## src/rtl/mux_sel_sequencer.sv

```systemverilog
// Round-robin select generator for a 4:1 mux. It grants one requesting channel at a time,
// holds the grant for up to DWELL cycles, and drives a registered select, one-hot grant and valid.
module mux_sel_sequencer #(
  parameter int unsigned DWELL = 4,
  parameter int unsigned CNT_W = 8
) (
  input  logic       clk,
  input  logic       rst_n,
  input  logic       en,
  input  logic [3:0] req,
  input  logic       rel,
  output logic [1:0] s,
  output logic [3:0] gnt,
  output logic       sel_valid
);

  localparam logic [CNT_W-1:0] Reload = CNT_W'(DWELL - 1);

  typedef enum logic [0:0] {StIdle, StActive} state_e;

  state_e           state_q, state_d;
  logic [CNT_W-1:0] cnt_q, cnt_d;
  logic [1:0]       ptr_q, ptr_d;
  logic [1:0]       s_q, s_d;
  logic [3:0]       gnt_q, gnt_d;
  logic             valid_q, valid_d;

  logic       end_evt;
  logic [1:0] base;
  logic [1:0] idx;
  logic [1:0] win;
  logic       found;

  assign end_evt = (cnt_q == '0) || rel || !req[s_q];

  // On an end event the pointer moves to the current channel in the same cycle,
  // so the arbiter searches from there and sees the current requester last.
  assign base = (state_q == StActive && end_evt) ? s_q : ptr_q;

  always_comb begin
    found = 1'b0;
    win   = 2'd0;
    idx   = 2'd0;
    for (int i = 1; i <= 4; i++) begin
      idx = base + 2'(i);
      if (!found && req[idx]) begin
        found = 1'b1;
        win   = idx;
      end
    end
  end

  always_comb begin
    state_d = state_q;
    cnt_d   = cnt_q;
    ptr_d   = ptr_q;
    s_d     = s_q;
    gnt_d   = gnt_q;
    valid_d = valid_q;

    unique case (state_q)
      StIdle: begin
        gnt_d   = 4'b0000;
        valid_d = 1'b0;
        if (en && found) begin
          state_d = StActive;
          s_d     = win;
          gnt_d   = 4'b0001 << win;
          valid_d = 1'b1;
          cnt_d   = Reload;
        end
      end
      StActive: begin
        if (!end_evt) begin
          cnt_d = cnt_q - CNT_W'(1);
        end else begin
          ptr_d = s_q;
          if (en && found) begin
            s_d     = win;
            gnt_d   = 4'b0001 << win;
            valid_d = 1'b1;
            cnt_d   = Reload;
          end else begin
            state_d = StIdle;
            gnt_d   = 4'b0000;
            valid_d = 1'b0;
          end
        end
      end
      default: state_d = StIdle;
    endcase
  end

  always_ff @(posedge clk or negedge rst_n) begin
    if (!rst_n) begin
      state_q <= StIdle;
      cnt_q   <= '0;
      ptr_q   <= 2'b11;
      s_q     <= 2'b00;
      gnt_q   <= 4'b0000;
      valid_q <= 1'b0;
    end else begin
      state_q <= state_d;
      cnt_q   <= cnt_d;
      ptr_q   <= ptr_d;
      s_q     <= s_d;
      gnt_q   <= gnt_d;
      valid_q <= valid_d;
    end
  end

  assign s         = s_q;
  assign gnt       = gnt_q;
  assign sel_valid = valid_q;

endmodule

```

## config.mk

```make
export PLATFORM = sky130hd
export DESIGN_NAME = mux_sel_sequencer
export DESIGN_NICKNAME = d
export VERILOG_FILES = /design/src/rtl/mux_sel_sequencer.sv
export SDC_FILE = /design/constraint.sdc
export NUM_CORES = 1
export LEC_CHECK = 0
export ABC_AREA = 0
export BUFFER_PORTS_ARGS = -buffer_cell sky130_fd_sc_hd__buf_2
export CAP_MARGIN = 20
export CORE_MARGIN = 3
export CORE_UTILIZATION = 55
export DETAILED_ROUTE_END_ITERATION = 8
export GPL_ROUTABILITY_DRIVEN = 1
export GPL_TIMING_DRIVEN = 0
export PLACE_DENSITY_LB_ADDON = 0.2
export SLEW_MARGIN = 15
export SYNTH_ARGS = -nofsm -noshare
export SYNTH_HDL_FRONTEND = slang
export SYNTH_SLANG_ARGS = --single-unit
```

## constraint.sdc

```tcl
create_clock -name clk -period 3.09 [get_ports clk]
set_clock_uncertainty 0.1 [all_clocks]
set_input_delay 0.618 -clock clk [delete_from_list [all_inputs] [get_ports clk]]
set_output_delay 0.618 -clock clk [all_outputs]
set_load 0.01 [all_outputs]
```

* Word level (Yosys, flattened, before mapping)
Cells that the tools add are included.
Cells by class: equal/unequal tests 1, shifts and indexed selects 1, reductions and logical operators 13, bitwise logic cells 1, add/sub/neg operators 4, magnitude comparators 5, mux-type cells 33
Operators with widths (number):
- $mux W8 | 2
- $pmux W8 S2 | 1
- $lt A2 B3 Y1 const B | 5
- $mux W2 | 7
- $mux W1 | 12
- $bmux W1 S2 | 5
- $logic_not A8 Y1 | 1
- $mux W4 | 2
- $pmux W4 S2 | 1
- $sub A8 B1 Y8 const B | 1
- $logic_and A1 B1 Y1 | 5
- $add A2 B2 Y2 const B | 2
- $logic_not A1 Y1 | 4
- $pmux W1 S2 | 2
- $pmux W2 S2 | 1
- $shl A1 B2 Y4 const A | 1
- $add A2 B1 Y2 const B | 1
- $logic_or A1 B1 Y1 | 2
- $ne A2 B1 Y1 const B | 1
- $reduce_and A2 Y1 | 1
- $not A1 Y1 | 1
Word-level totals: bits of input ports 8, register bits after elaboration 18, output and inout bits 7, word-level logic and storage cells 64

* Depth between registers and ports, before layout
depth after elaboration 23, mapped depth 9, mapped depth without buffers 8

* Least setup slack after synthesis
OpenSTA, ideal clock, no wires.
path kind register -> register, from register cnt_q[0], to register s_q[1], in the netlist s[1], cell stages (with the launch flop) 9, setup time 125 ps, buffers on the path 0, data arrival time 2198 ps, data required time 2865 ps, clock period less this slack 2422 ps, path slack 668 ps, cells stage by stage dfrtp_1 -> inv_1 -> ha_1 -> or4b_4 -> o2111ai_2 -> o211ai_4 -> a211o_1 -> and3_1 -> mux2_2
On the way: longest elaborated chain between the ends 22, elaborated cells between the ends (all ways) 35, those cells by class add/sub: 3; eq/ne: 1; mux: 20; reduce/logical: 11
RTL lines:
- start: declaration | RTL line 22 | logic [CNT_W-1:0] cnt_q, cnt_d;
- start signal: assignment | RTL line 104 | cnt_q <= cnt_d;
- $logic_not A8 Y1 (*) | RTL line 34 | assign end_evt = (cnt_q == '0) || rel || !req[s_q];
- $logic_or A1 B1 Y1 (*) (2 in a row) | RTL line 34
- $logic_and A1 B1 Y1 | RTL line 38 | assign base = (state_q == StActive && end_evt) ? s_q : ptr_q;
- $mux W2 | RTL line 38
- $add A2 B1 Y2 | RTL line 45 | idx = base + 2'(i);
- $bmux W1 S2 | RTL line 46 | if (!found && req[idx]) begin
- $mux W1 (not written as such) | RTL line 46
- $mux W1 | RTL line 46
- (+5 left out)
- $mux W1 | RTL line 46
- $logic_not A1 Y1 | RTL line 46
- $logic_and A1 B1 Y1 | RTL line 46
- $mux W1 | RTL line 46
- $logic_and A1 B1 Y1 | RTL line 65, 78
- $mux W2 | RTL line 65, 78
- $mux W2 | RTL line 74 | if (!end_evt) begin
- $pmux W2 S2 | RTL line 61 | unique case (state_q)
- end signal: assignment | RTL line 99 | s_q <= 2'b00;
- end signal: assignment | RTL line 106 | s_q <= s_d;
- end: declaration | RTL line 24 | logic [1:0] s_q, s_d;
Mark *: on every way between the ends. The rest lies on a longest branch, timed or not. The select of a mux whose other input is x is not followed. A chain may end at the register's enable or synchronous reset.

* Final worst setup path
Same ends and word-level chain as after synthesis.

==> flow_summary.yaml <==
drt:
  drtPass1Iterations: 4
  wirelength_um: 2130
  wl_per_cell_um: 14.69
  vias_per_cell: 5.938
  final_antenna_net_count: 0
  vias: 861
  drcViolationCount: 0
  drt_iter0_markers: 18
global_route:
  met2_usage_pct: 33.26
  grt_max_degree: 19
  grt_use_met3_pct: 1.813
  busiest_layer: "met2"
  grt_pass1_vias: 855
  antenna_found_initial: 0
  met1_usage_pct: 26.57
  grt.total_usage_pct: 19.20
  grt.overflow.total: 0
  grt_first_pass_wirelength_um: 3801
timing:
  final_max_slew_viol_count: 0
  finalWorstSetupSlack_ns: 0.4618
  hold_viol_final: 0
  fin_crit_sh_pct: 85.05
  slew_headroom_pct: 60.77
  whs_ns: 0.1491
  setup_viol: 0
  setup_tns_ns: 0
  rsz0062_at_grt: "no"
  fmax_mhz: 380.5
  worst_pin_slew_ns: 0.5879
  fin_crit_ns: 2.628
synth:
  syn_inst: 103
  synthFlopType: "dfrtp_1"
  syn-num-nets: 112
  ys_types: 42
  synth_edf_count: 0
  netlist_area_um2: 1044
  synth_seq_area_share_pct: 43.41
  async_flop_share_pct: 100.0
  ys_warn_count: 0
  synth_seq_cells: 18
  postSynthAreaPerCell_um2: 10.13
die:
  core_um2: 1764
  io_pins: 15
  placement_rows: 15
  die_h_um: 49.56
  die_area_um2: 2456
  die_x_um: 49.56
  start_util_pct: 59.15
final_layout:
  num_antenna_cells: 0
  fin_nets: 131
  layout_common_cells: "16 x dfrtp_1, 15 x nand2_1, 14 x buf_2"
  final_cell_area_um2: 1167
  area_growth_pct: 11.87
  mostFrequentLayoutCell: "dfrtp_1"
  drive_above_1_share_pct: 28.33
place:
  place_congestion: 0.8974
  place_worst_setup_slack_ns: 0.4812
  post_dp_cell_area_um2: 1145
  port_buffers: 14
  dpl.hpwl_um: 1624
power:
  powerDensity_nw_per_um2: 779.8
  vdd_drop_max_v: 0.0004765
  p_leak_nw: 0.5547
clocking:
  numCtsBuffers: 3
  hold_buffers: 0
  clk_latency_ns: 0.28
  htreeDepth: 1
  cts.repair.resized: 0
  cts_sinks: 18
  postCtsSetupRepairBufs: 0
  clock_path_buffers: 2
  clk_pin_slew_ns: 0.10
  clockRootBuffer: "clkbuf_4"
  cts_tree: "done"
setup_path:
  crit_required_ns: 3.15
  critPathMaxFanout: 7
  worstSetupStartpointType: "flip-flop"
  reg2reg_from: "cnt_q[0]"
  crit_start: "cnt_q[0]"
  r2r_slack_ns: 0.46
  end_kind: "flip-flop"
  critPathKind: "flip-flop to flip-flop"
  arrival_ns: 2.69
min_path:
  hp-class: "input pin to async pin"
run:
  max-cap-violations: 0
run_status:
  status: "finished clean"
## flip-flops by register name, indices dropped and copies added, names as in the netlist
register,flops
cnt_q,8
gnt,4
ptr_q,2
s,2
sel_valid,1
state_q,1
## metal layers
| layer | part of all wire [%] | wire length, µm |
|---|---|---|
| met5 | 0 | 0 |
| met4 | 0.56 | 12 |
| met3 | 1.6 | 34 |
| met2 | 49 | 1036 |
| met1 | 49 | 1046 |
## Yosys cell counts (all sizes together) (2+ instances only)
master,count,area share (%)
clkbuf,2,1.1
o2111ai,3,3.7
nor3,2,0.96
o21ai,10,4.8
nand3,2,0.96
inv,6,2.2
nor2,9,3.2
a31oi,2,1.2
or3,2,1.3
mux2,3,3.2
a21oi,2,0.96
nand2b,2,1.2
o21a,2,2.2
a32o,2,2.0
dfrtp,16,38
a21o,2,1.4
nand2,15,5.4
o211ai,3,4.8
dfstp,2,5.0
## power breakdown
group	internal (mW)	switching, mW
registers	0.315	0.0652
clock network	0.0451	0.0632
logic	0.189	0.233
## worst max-delay path: stages, from the launching register on
cell and delay [ns]:
dfrtp_1 0.42, inv_1 0.07, ha_1 0.19, or4b_4 0.53, o2111ai_2 0.27, o211ai_4 0.16, a211o_1 0.33, and3_1 0.18
mux2_2 0.27
## path summary, 6_finish.rpt
path                            end  cells after the start
setup / recovery               s[1]                      8
hold / removal             cnt_q[4]                      1
setup reg to reg               s[1]                      8
hold reg to reg              gnt[2]                      2
max in group asynchronous  ptr_q[1]                      1
min in group clk             gnt[2]                      2
## through the flow
step	total power [mW]	std cells	utilization (%)
2_1_floorplan	0.6890	103	-
3_3_place_gp	0.7872	142	64.89
3_5_place_dp	0.8030	142	64.89
4_1_cts	0.9141	145	66.17
5_1_grt	0.9813	145	66.17
6_report	0.9103	145	66.17
## final cells by class
cell class | count | area (µm²)
Fill cell | 166 | 596.8
Multi-Input combinational cell | 77 | 556.8
Sequential cell | 18 | 452.9
Timing Repair Buffer | 14 | 70.07
Tap cell | 25 | 31.28
Clock buffer | 3 | 22.52
Inverter | 6 | 22.52
Buffer | 2 | 11.26
## cell families after synthesis
| family | synth area share, % |
|---|---|
| fa+ha+maj | 1.199 |
| compound gates | 29.02 |
| buf+inv | 3.237 |
| flops | 43.40 |
| mux | 5.395 |
| simple gates | 17.75 |
Power figures use the tool's default switching activity.
